<file path="config.mk">
export PLATFORM = sky130hd
export DESIGN_NAME = node_ctrl
export DESIGN_NICKNAME = d
export VERILOG_FILES = /design/src/rtl/node_ctrl.sv
export SDC_FILE = /design/constraint.sdc
export NUM_CORES = 1
export LEC_CHECK = 0
export ABC_AREA = 1
export CAP_MARGIN = 20
export CORE_ASPECT_RATIO = 0.75
export CORE_MARGIN = 5
export CORE_UTILIZATION = 35
export DETAILED_ROUTE_END_ITERATION = 10
export DONT_BUFFER_PORTS = 1
export PLACE_DENSITY = 0.5
export SLEW_MARGIN = 0
export SYNTH_ARGS = -nofsm -noshare
export SYNTH_HDL_FRONTEND = slang
export SYNTH_SLANG_ARGS = --single-unit
export TNS_END_PERCENT = 10
</file>
<file path="constraint.sdc">
create_clock -name clock_ctrl_in -period 1.8 [get_ports clock_ctrl_in]
set_input_delay 0.09 -clock clock_ctrl_in [delete_from_list [all_inputs] [get_ports clock_ctrl_in]]
set_output_delay 0.09 -clock clock_ctrl_in [all_outputs]
set_load 0.02 [all_outputs]
</file>
<file path="src/rtl/node_ctrl.sv">
// node_ctrl: drives one 10-neuron node slice through a layer pass.
// It streams N_IN input elements through the node one step at a time,
// then sweeps the node output mux and writes the 10 results to memory.
module node_ctrl #(
    parameter int N_IN     = 784,  // input elements per pass (1..1023)
    parameter int MEM_LAT  = 1,    // rd_en to valid data latency (1..7)
    parameter int OUT_BASE = 0,    // base write address of the results
    parameter int TIMEOUT  = 255   // node wait limit in cycles (1..255)
) (
    input  logic        clock_ctrl_in,
    input  logic        reset_n_ctrl_in,
    input  logic        start_top2c,
    output logic        busy_c2top,
    output logic        layer_done_c2top,
    output logic        error_c2top,
    output logic        rd_en_c2mem,
    output logic [9:0]  rd_addr_c2mem,
    output logic        head_c2node,
    input  logic        done_flag_node2c,
    output logic [3:0]  data_sel_c2node,
    input  logic [31:0] data_node2mem,
    output logic        wr_en_c2mem,
    output logic [9:0]  wr_addr_c2mem,
    output logic [31:0] wr_data_c2mem
);

    typedef enum logic [2:0] {
        IDLE, FETCH, WAIT_MEM, FIRE, WAIT_NODE, DRAIN, FINISH
    } state_t;

    localparam logic [9:0] LAST_IDX = 10'(N_IN - 1);
    localparam logic [2:0] LAT_INIT = 3'(MEM_LAT - 1);
    localparam logic [7:0] TMO_LAST = 8'(TIMEOUT - 1);
    localparam logic [9:0] BASE     = 10'(OUT_BASE);
    localparam logic [3:0] N_OUT    = 4'd10;
    localparam logic [3:0] SEL_OFF  = 4'hF;

    state_t      state_q, state_d;
    logic [9:0]  idx_q;        // current input element
    logic [3:0]  k_q;          // drain select index (10 = final write cycle)
    logic [2:0]  lat_q;        // memory latency countdown
    logic [7:0]  tmo_q;        // cycles spent in WAIT_NODE for this step
    logic        err_q;
    logic        vld_p1;       // drain select issued last cycle
    logic [9:0]  wr_addr_p1;   // address matching the select issued last cycle

    // The first WAIT_NODE cycle is masked: neurons are still clearing done.
    logic node_done;
    assign node_done = (tmo_q != 8'd0) && done_flag_node2c;

    // State register
    always_ff @(posedge clock_ctrl_in or negedge reset_n_ctrl_in) begin
        if (!reset_n_ctrl_in) begin
            state_q <= IDLE;
        end else begin
            state_q <= state_d;
        end
    end

    // Next-state decode and per-state control outputs
    always_comb begin
        state_d          = state_q;
        busy_c2top       = (state_q != IDLE);
        layer_done_c2top = 1'b0;
        rd_en_c2mem      = 1'b0;
        rd_addr_c2mem    = 10'd0;
        head_c2node      = 1'b0;
        data_sel_c2node  = SEL_OFF;
        case (state_q)
            IDLE: begin
                if (start_top2c) state_d = FETCH;
            end
            FETCH: begin
                rd_en_c2mem   = 1'b1;
                rd_addr_c2mem = idx_q;
                state_d       = WAIT_MEM;
            end
            WAIT_MEM: begin
                if (lat_q == 3'd0) state_d = FIRE;
            end
            FIRE: begin
                head_c2node = 1'b1;
                state_d     = WAIT_NODE;
            end
            WAIT_NODE: begin
                if (node_done) begin
                    state_d = (idx_q == LAST_IDX) ? DRAIN : FETCH;
                end else if (tmo_q == TMO_LAST) begin
                    state_d = FINISH;
                end
            end
            DRAIN: begin
                if (k_q < N_OUT) begin
                    data_sel_c2node = k_q;
                end else begin
                    state_d = FINISH;
                end
            end
            FINISH: begin
                layer_done_c2top = 1'b1;
                state_d          = IDLE;
            end
            default: state_d = IDLE;
        endcase
    end

    // Element index, latency/timeout counters, drain index and error flag
    always_ff @(posedge clock_ctrl_in or negedge reset_n_ctrl_in) begin
        if (!reset_n_ctrl_in) begin
            idx_q <= 10'd0;
            k_q   <= 4'd0;
            lat_q <= 3'd0;
            tmo_q <= 8'd0;
            err_q <= 1'b0;
        end else begin
            case (state_q)
                IDLE: begin
                    if (start_top2c) begin
                        idx_q <= 10'd0;
                        err_q <= 1'b0;
                    end
                end
                FETCH: begin
                    lat_q <= LAT_INIT;
                end
                WAIT_MEM: begin
                    if (lat_q != 3'd0) lat_q <= lat_q - 3'd1;
                end
                FIRE: begin
                    tmo_q <= 8'd0;
                end
                WAIT_NODE: begin
                    tmo_q <= tmo_q + 8'd1;
                    if (node_done) begin
                        if (idx_q == LAST_IDX) begin
                            k_q <= 4'd0;
                        end else begin
                            idx_q <= idx_q + 10'd1;
                        end
                    end else if (tmo_q == TMO_LAST) begin
                        err_q <= 1'b1;
                    end
                end
                DRAIN: begin
                    if (k_q < N_OUT) k_q <= k_q + 4'd1;
                end
                default: ;
            endcase
        end
    end

    // ---- stage p1: write port lags the select by one cycle to meet registered node output
    always_ff @(posedge clock_ctrl_in or negedge reset_n_ctrl_in) begin
        if (!reset_n_ctrl_in) begin
            vld_p1     <= 1'b0;
            wr_addr_p1 <= 10'd0;
        end else begin
            vld_p1     <= (state_q == DRAIN) && (k_q < N_OUT);
            wr_addr_p1 <= ((state_q == DRAIN) && (k_q < N_OUT)) ? BASE + {6'd0, k_q} : 10'd0;
        end
    end

    assign wr_en_c2mem   = vld_p1;
    assign wr_addr_c2mem = wr_addr_p1;
    assign wr_data_c2mem = vld_p1 ? data_node2mem : 32'd0;
    assign error_c2top   = err_q;

endmodule

</file>
Yosys cells after proc, flatten, opt, wreduce, memory -nomap -nowiden
Index checks and enable logic that the tools add are counted.
- output and inout bits: 62
- register bits: 34
- input port bits: 36
- eq/ne operators: 19
- reductions and logical operators: 16
- add/subtract/negate cells: 4
- $lt $le $gt $ge: 1
- multiplexer cells: 30
- operator list (kind ; count):
    2-to-1 mux 10 bit ; 4
    2-to-1 mux 32 bit ; 1
    2-to-1 mux 4 bit ; 6
    2-to-1 mux 3 bit ; 7
    inequality test 2 bit, second input constant ; 10
    case mux 10 bit (2 select lines) ; 1
    case mux 3 bit (6 select lines) ; 1
    case mux 8 bit (2 select lines) ; 1
    AND reduction 4 bit ; 4
    adder 10 x 1 -> 10 bit, second input constant ; 1
    == test 10 bit, second input constant ; 1
    == test 3 bit, second input constant ; 3
    adder 8 x 1 -> 8 bit, second input constant ; 1
    == test 8 bit, second input constant ; 1
    case mux 4 bit (2 select lines) ; 1
    nonzero test 2 bit ; 4
    nonzero test 8 bit ; 1
    == test 3 x 2 -> 1 bit, second input constant ; 2
    logical NOT 3 bit ; 2
    2-to-1 mux 1 bit ; 6
    case mux 3 bit (2 select lines) ; 1
    nonzero test 3 bit ; 2
    adder 4 x 1 -> 4 bit, second input constant ; 1
    less-than comparator 4 bit, second input constant ; 1
    other kinds (6) ; 7

Depth between registers and ports, before layout
Gate-level depths: netlist of the first run.
- depth in word-level cells: 4
- depth in mapped cells: 10

Worst setup path before layout of the first run
OpenSTA, ideal clock, no wires.
- path kind: flip-flop to output port
- from: register state_q[1]
- to: output port rd_addr_c2mem[0]
- cell stages (with the launch flop): 7
- path buffers: 1
- path slack: 0.203 ns
- arrival time: 1.507 ns
- cells stage by stage: dfrtp_1 > inv_1 > nand2_1 > nor2_1 > inv_1 > clkbuf_1 > nor2_1
- cells in the longest elaborated chain, start to end: 2
- RTL lines (element ; line ; RTL):
    start, declared ; 38 ; state_t state_q, state_d;
    start signal, assigned ; 56 ; state_q <= state_d;
    == test 3 x 1 -> 1 bit ; 69 ; case (state_q)
    2-to-1 mux 10 bit ; 69 ;
    end, declared ; 17 ; output logic [9:0] rd_addr_c2mem,
Every way passes these cells.

Worst setup path in the final report of the first run
- from: register state_q[1]
- to: output port data_sel_c2node[0]
- cells in the longest elaborated chain, start to end: 2
- RTL lines (element ; line ; RTL):
    == test 3 bit ; 69 ;
    2-to-1 mux 4 bit ; 69 ;
    end, declared ; 20 ; output logic [3:0] data_sel_c2node,
Every way passes these cells.

==> key figures, run 1 <==
Run status
  – Outcome: finished clean

Layout
  – Final nets: around 430
  – Synth-to-Final Area Change: 15.1%
  – Fin area: around 0.0027 mm2
  – Final-layout fill cell count: between 700 and 800
  – ANT cells: 0
  – Share of cells above drive strength 1: 0.110

Setup path
  – Critical path required time: between 1.5 and 2 ns
  – Nature of the critical path startpoint: flip-flop
  – Critical path class: reg2out
  – Most common cell on crit path: nand2_1
  – Critical Path Sink Type: primary output
  – Flop2flop setup slack: approximately 0.20 ns
  – Worst path slowest cell: dfrtp_1
  – Cell chain of the critical path: inv_1 > nand2_1 > nor2_4 > nand2_2 > inv_2 > nand2_1
  – Path depth of the worst reg2reg path: 10
  – Critical R2R Launch: tmo_q[0]
  – Critical path startpoint: state_q[1]
  – WP buf/inv: 2
  – CP max stage delay: 0.40 ns
  – CP Max Fanout: 7
  – Worst reg2reg endpoint: idx_q[0]
  – Largest delay contributor family on the critical path: simple AND/OR/NAND/NOR gates
  – Worst path arrival time: 1.58 ns

Logic synthesis
  – Syn Area/Cell: 6.45 um2
  – Post-synthesis compound-gate area fraction: 0.0555
  – Yosys top cell area share: 0.360
  – Number of distinct library cells after synthesis: 26
  – Synth Register Bits: 34
  – YS warnings: 0
  – Post-Syn Area: around 0.0024 mm2
  – Largest area contributor in the netlist: dfrtp_1
  – Largest family of logic cells by synthesized area: simple AND/OR/NAND/NOR gates
  – Fraction of registers with async set/reset: 1.00
  – Post-Synth XOR/XNOR Area: 0.0185
  – Seq/Total Area, Yosys: 0.360
  – Count leader, synth: nand2_1
  – Adder-Cell Fraction of Synth Area: 0.0370
  – Synth area leaders: dfrtp_1 36%, nand2_1 19%, inv_1 11%, nor2_1 8.1%, nand3_1 5.5%
  – Simple-Gate Fraction of Synth Area: 0.388
  – Mux contribution to synthesized area: 0
  – Predominant post-synthesis flop cell: dfrtp_1
  – Syn Inst Count: 367
  – EDFF count, synth: 0
  – Synth cell count leaders: 121 x nand2_1, 67 x inv_1, 51 x nor2_1

Timing
  – Worst Skew: around 0.0057 ns
  – Final Slew Violations: 0
  – TNS Setup: 0 ns
  – Fmax: around 600 MHz
  – Setup violators final: 0
  – RSZ-0062 raised after global routing: false
  – Final worst path period share: 0.927
  – Hold Fails Final Rpt: 0
  – Crit path time final: approximately 1.7 ns

GRT
  – Pin count of the biggest net entering global routing: 35
  – First-pass GRT wire length: about 9700 um
  – Antenna violations before repair: 0
  – All-Layer GR Usage: 0.139
  – Overflow after GRT: 0
  – Vias in the first global route: around 2,000

Clock tree
  – Clock transition at the registers of the reported paths: 0.07 ns
  – Max clock buf depth: 2
  – Clk_lat worst skew: approximately 0.28 ns
  – H-tree Lvls: 2
  – CTS tree: yes
  – Postcts setup bufs: 0
  – CTS Buf Count: 5
  – CTS root buf: clkbuf_8
  – CTS sink count: 34

Min path
  – Min-delay src: done_flag_node2c
  – WHS Endpoint: error_c2top
  – Worst hold path depth: 3
  – Min-delay worst type: in2reg

Die
  – # IOs: 98
  – Starting density of the core: 0.353
  – Die ar.: around 0.0085 mm2
  – Die Width: ~100 um
  – Die Y: ~81 um
  – Core Rows: 26
  – CORE AREA: around 0.0067 mm2

Flow run
  – Max cap viols: 0

Power and ir drop
  – Maximum vdd ir drop: slightly below 0.9 mV
  – Net Sw Power: ~1.4 mW
  – Switch share: 0.444
  – Pwr dens: around 1100 mW/mm2
  – Leak: 1.55 nW
  – Comb power frac: 0.426
  – Sequential share of power: 0.339
  – Int Power: about 1.7 mW
  – Power share of the clock group: 0.235

Drt
  – 1st-iter DRT viols: 126
  – Vias/cell: 4.57
  – Residual DRC: 0
  – Drt pass-1 iters: 4
  – Vias: between 2,000 and 2,500
  – Total Wirelength: 5910 um
  – DRT antenna net count: 0
  – Wirelength per Cell: 12.5 um

Place
  – Placed instance area: 0.00257 mm2
  – Placer Congestion: 0.831
  – IO buf count: 0
  – Hpwl dp: roughly 4600 um
[what timing repair did]
| action | CTS | global route |
|---|---|---|
| hold endpoints to repair | 34 | 0 |
| gates cloned | 0 | 0 |
| setup endpoints to repair | 3 | 13 |
| hold buffers | 2 | 0 |
| gates resized for setup | 1 | 2 |
[worst reg2reg max path, stage by stage (launching register included)]
cell and delay [ns]:
dfrtp_1 0.40, inv_1 0.12, ha_1 0.20, nand2_1 0.06
nor2_1 0.09, nand2_1 0.07, nand2_1 0.14, nand2_4 0.15
nand2_4 0.17, nand2_1 0.08, nand2_1 0.06
[worst max path at each step]
stage                         endpoint  slack [ns]  cells after the start
floorplan             rd_addr_c2mem[0]        0.20                      6
global placement                k_q[0]        0.17                      7
detailed placement              k_q[0]        0.16                      7
CTS                 data_sel_c2node[0]        0.04                      6
global route        data_sel_c2node[0]       0.005                      6
finish              data_sel_c2node[0]        0.13                      6
[registers in the layout (all words and copies together) (netlist names)]
| register | cells |
|---|---|
| idx_q | 10 |
| lat_q | 3 |
| tmo_q | 8 |
| state_q | 3 |
| wr_en_c2mem | 1 |
| error_c2top | 1 |
| k_q | 4 |
| wr_addr_c2mem | 4 |
[logic make-up (layout without fill, tap and decap cells)]
logic type                 Yosys count  count (layout)
buffers and inverters               81              99
adders and majority gates            7               7
xor gates and xnor gates             5               5
and+or+nand+nor                    216             216
other                                1               6
AOI/OAI and AO/OA                   23              23
DFF                                 34              34
[metal layers]
metal  GRT usage  routed length (um)
met4      0.0307                  25
met1       0.192                2910
met3      0.0334                 367
met5           0                   0
met2       0.221                2610
[cells in the final DEF, fill, tap and decap left out, drive strengths merged]
| cell type | instances |
|---|---|
| nand2 | 126 |
| inv | 69 |
| nor2 | 54 |
| dfrtp | 34 |
| nand3 | 27 |
| buf | 22 |
| o21ai | 15 |
| ha | 7 |
| conb | 6 |
| clkbuf | 6 |
| a21oi | 6 |
| nand3b | 4 |
| xor2 | 3 |
| nand4 | 3 |
| nor3 | 2 |
| xnor2 | 2 |
| o31ai | 1 |
| o21a | 1 |
| bufinv | 1 |
| dlygate4sd3 | 1 |
[power by group through the flow]
stage	logic [mW]	clock network, mW	registers [mW]
floorplan	0.967	0	1.02
global placement	1.27	0	1.05
detailed placement	1.28	0	1.05
CTS	1.30	0.745	1.04
global route	1.48	0.784	1.06
finish	1.31	0.721	1.04
[area by class of cell]
type,count,area (um2),area share
well taps,84,105,0.0386
repair buffers,23,188,0.0689
inverters,69,259,0.0951
clock inverters,1,30.0,0.0110
flip-flops and latches,34,851,0.313
multi-input cells,257,1210,0.443
clock buffers,6,82.6,0.0303
[through the flow]
| stage | instances | setup slack, ns | total power [mW] | hold slack (ns) | utilization |
|---|---|---|---|---|---|
| finish | 474 | 0.132 | 3.07 | 0.110 | 0.406 |
| global placement | 465 | 0.168 | 2.32 | -0.204 | 0.384 |
| CTS | 474 | 0.0382 | 3.09 | 0.0945 | 0.406 |
| global route | 474 | 0.00480 | 3.32 | 0.123 | 0.406 |
| detailed placement | 465 | 0.160 | 2.33 | -0.204 | 0.384 |
| floorplan | 372 | 0.203 | 1.99 | -0.206 | - |
Note: power is estimated with default switching activity, not from simulation.
==> run 2: changes to the inputs <==
--- a/config.mk
+++ b/config.mk
@@ -9,10 +9,10 @@
 export CAP_MARGIN = 20
 export CORE_ASPECT_RATIO = 0.75
 export CORE_MARGIN = 5
-export CORE_UTILIZATION = 35
+export CORE_UTILIZATION = 30
 export DETAILED_ROUTE_END_ITERATION = 10
 export DONT_BUFFER_PORTS = 1
-export PLACE_DENSITY = 0.5
+export PLACE_DENSITY = 0.45
 export SLEW_MARGIN = 0
 export SYNTH_ARGS = -nofsm -noshare
 export SYNTH_HDL_FRONTEND = slang
==> run 2 against run 1 <==
- setup slack improved by 0.022 ns
- global-route usage decreased by 1.4 points
- routed wire length increased by 1.9%
- non-clock buffer count decreased by 2
==> key figures, run 2 (synthesis results as in run 1) <==
Drt
  – Met1 Wirelength: 2790 um (-3.9%)
  – Residual DRC: 0 (unchanged)
  – Vias/cell: 4.52 (-1.1%)
  – Wire length on met2: 2720 um (+4.0%)
  – Vias: 2,231 (+3.1%)
  – Drt pass-1 iters: 4 (unchanged)
  – 1st-iter DRT viols: 98 (-22%)
  – Top layer in use: met4
  – Total Wirelength: 6020 um (+1.9%)
  – DRT antenna net count: 0 (unchanged)
  – Wirelength per Cell: 12.2 um (-2.2%)
  – Met3 wire length: 460 um (+25%)

Die
  – Die Width: 113 um (+7.2%)
  – CORE AREA: 0.00778 mm2 (+16%)
  – # IOs: 98 (unchanged)
  – Die Y: 86.9 um (+7.0%)
  – Die ar.: 0.00978 mm2 (+15%)
  – Starting density of the core: 0.304 (-0.0488)
  – Core Rows: 28 (+7.7%)

Setup path
  – Critical path startpoint: state_q[1]
  – Worst path slowest cell: dfrtp_1
  – Flop2flop setup slack: 0.22 ns (+0.02 ns)
  – Largest delay contributor family on the critical path: simple AND/OR/NAND/NOR gates
  – Worst path arrival time: 1.56 ns (-0.02 ns)
  – Crit path capture: data_sel_c2node[0]
  – Critical path required time: 1.71 ns (about the same)
  – Nature of the critical path startpoint: flip-flop
  – Path depth of the worst reg2reg path: 8 (-2)
  – Worst reg2reg endpoint: k_q[0]
  – Critical Path Sink Type: primary output
  – Critical Path Stages: 6 (unchanged)
  – WP buf/inv: 2 (unchanged)
  – CP max stage delay: 0.40 ns (about the same)
  – Critical path class: reg2out
  – CP Max Fanout: 7 (unchanged)
  – Cell chain of the critical path: inv_1 > nand2_1 > nor2_4 > nand2_2 > inv_2 > nand2_1
  – Most common cell on crit path: nand2_1
  – Critical R2R Launch: idx_q[1]

Power and ir drop
  – Pwr dens: 1060 mW/mm2 (-5.7%)
  – Power share of the clock group: 0.202 (-0.033)
  – Maximum vdd ir drop: 0.748 mV (-15%)
  – Leak: 1.53 nW (-1.2%)
  – Comb power frac: 0.441 (+0.015)
  – Net Sw Power: 1.33 mW (-2.5%)
  – Int Power: 1.56 mW (-8.8%)
  – Switch share: 0.460 (+0.0166)
  – Tot Pwr: 2.88 mW (-6.0%)
  – Sequential share of power: 0.357 (+0.018)

Clock tree
  – CTS Buf Count: 5 (unchanged)
  – H-tree Lvls: 2 (unchanged)
  – CTS root buf: clkbuf_8
  – Max clock buf depth: 2 (unchanged)
  – Clk_lat worst skew: 0.28 ns (about the same)
  – Clock transition at the registers of the reported paths: 0.07 ns (about the same)
  – CTS sink count: 34 (unchanged)
  – Postcts setup bufs: 0 (unchanged)
  – CTS tree: yes

GRT
  – Pin count of the biggest net entering global routing: 35 (unchanged)
  – Antenna violations before repair: 0 (unchanged)
  – First-pass GRT wire length: 9970 um (+2.7%)
  – Vias in the first global route: 2,102 (+5.7%)
  – Overflow after GRT: 0 (unchanged)
  – All-Layer GR Usage: 0.125 (-0.0138)

Layout
  – ANT cells: 0 (unchanged)
  – Largest register FFs: 10 (unchanged)
  – Commonest cells after routing, fill and taps aside: 121 x nand2_1, 65 x inv_1, 51 x nor2_1, 34 x dfrtp_1, 26 x nand3_1
  – Most common cell after layout, fill and taps aside: nand2_1
  – Final nets: 431 (-0.46%)
  – Most flop-heavy register: idx_q
  – Top flop regs: idx_q: 10 flops, tmo_q: 8 flops
  – Fin area: 0.00271 mm2 (-0.37%)
  – Final core occ: 0.349 (-0.0575)
  – Synth-to-Final Area Change: 14.6%
  – Share of cells above drive strength 1: 0.105 (-0.00486)

Timing
  – Hold Fails Final Rpt: 0 (unchanged)
  – Final setup margin: 0.154 ns (+0.0223 ns)
  – RSZ-0062 raised after global routing: false
  – Max_slew headroom: 0.645
  – Worst slew pin tran: between 0.5 and 0.6 ns
  – Fmax: 608 MHz (+1.4%)
  – Setup violators final: 0 (unchanged)
  – Final worst path period share: 0.914 (-0.0124)
  – Final Slew Violations: 0 (unchanged)
  – Crit path time final: 1.65 ns (-0.0223 ns)
  – TNS Setup: 0 ns (unchanged)
  – Worst Skew: 0.00360 ns (-0.00210 ns)

Place
  – IO buf count: 0 (unchanged)
  – Place WS: 0.184 ns (+0.0241 ns)
  – Placer Congestion: 0.792 (-4.8%)
  – Hpwl dp: 4760 um (+2.7%)
  – Placed instance area: 0.00259 mm2 (+0.44%)

Flow run
  – Max cap viols: 0 (unchanged)

Min path
  – Min-delay worst type: in2reg
  – Worst hold path depth: 3 (unchanged)

Run status
  – Outcome: finished clean
## run 2: how the worst min path moves through the flow
stage,startpoint,to,slack [ns]
after floorplan,reset_n_ctrl_in,error_c2top,-0.21
after global placement,reset_n_ctrl_in,idx_q[7],-0.20
after detailed placement,reset_n_ctrl_in,idx_q[5],-0.20
after CTS,done_flag_node2c,error_c2top,0.08
after global routing,done_flag_node2c,error_c2top,0.14
final,done_flag_node2c,error_c2top,0.1
## run 2: repair_timing
item / in CTS / in global routing
hold buffers: 2 / 0
gates resized for setup: 1 / 2
hold endpoints to repair: 34 / 0
setup endpoints to repair: 3 / 13
## run 2: layout make-up
type,count,area [um2]
tap,105,131
inverter,69,259
clock buffer,7,86.3
multi-input combinational,257,1210
sequential,34,851
timing repair buffer,21,173
clock inverter,1,5.00
fill,843,5060
## run 2: metrics by stage
| stage | hold slack (ns) | cells |
|---|---|---|
| 2_1_floorplan | -0.206 | 372 |
| 3_3_place_gp | -0.204 | 484 |
| 3_5_place_dp | -0.204 | 484 |
| 4_1_cts | 0.0830 | 494 |
| 5_1_grt | 0.138 | 494 |
| 6_report | 0.0961 | 494 |
## run 2: worst register-to-register path: cells and delay by family, from the launching register on
kind | cells | cell delay, ns
fa+ha+maj | 1 | 0.25
flops | 1 | 0.42
simple gates | 7 | 0.79
## run 2: routing by layer
metal  vias to the layer above  track usage
met2                        88        0.211
li1                       1128            -
met4                         0       0.0317
met1                      1009        0.160
met3                         6       0.0333
met5                         -            0
## run 2: power groups by stage
stage / combinational [mW] / sequential (mW) / clock (mW)
after floorplan: 0.967 / 1.02 / 0
after global placement: 1.24 / 1.05 / 0
after detailed placement: 1.24 / 1.04 / 0
after CTS: 1.28 / 1.03 / 0.613
after global routing: 1.44 / 1.05 / 0.652
final: 1.27 / 1.03 / 0.581
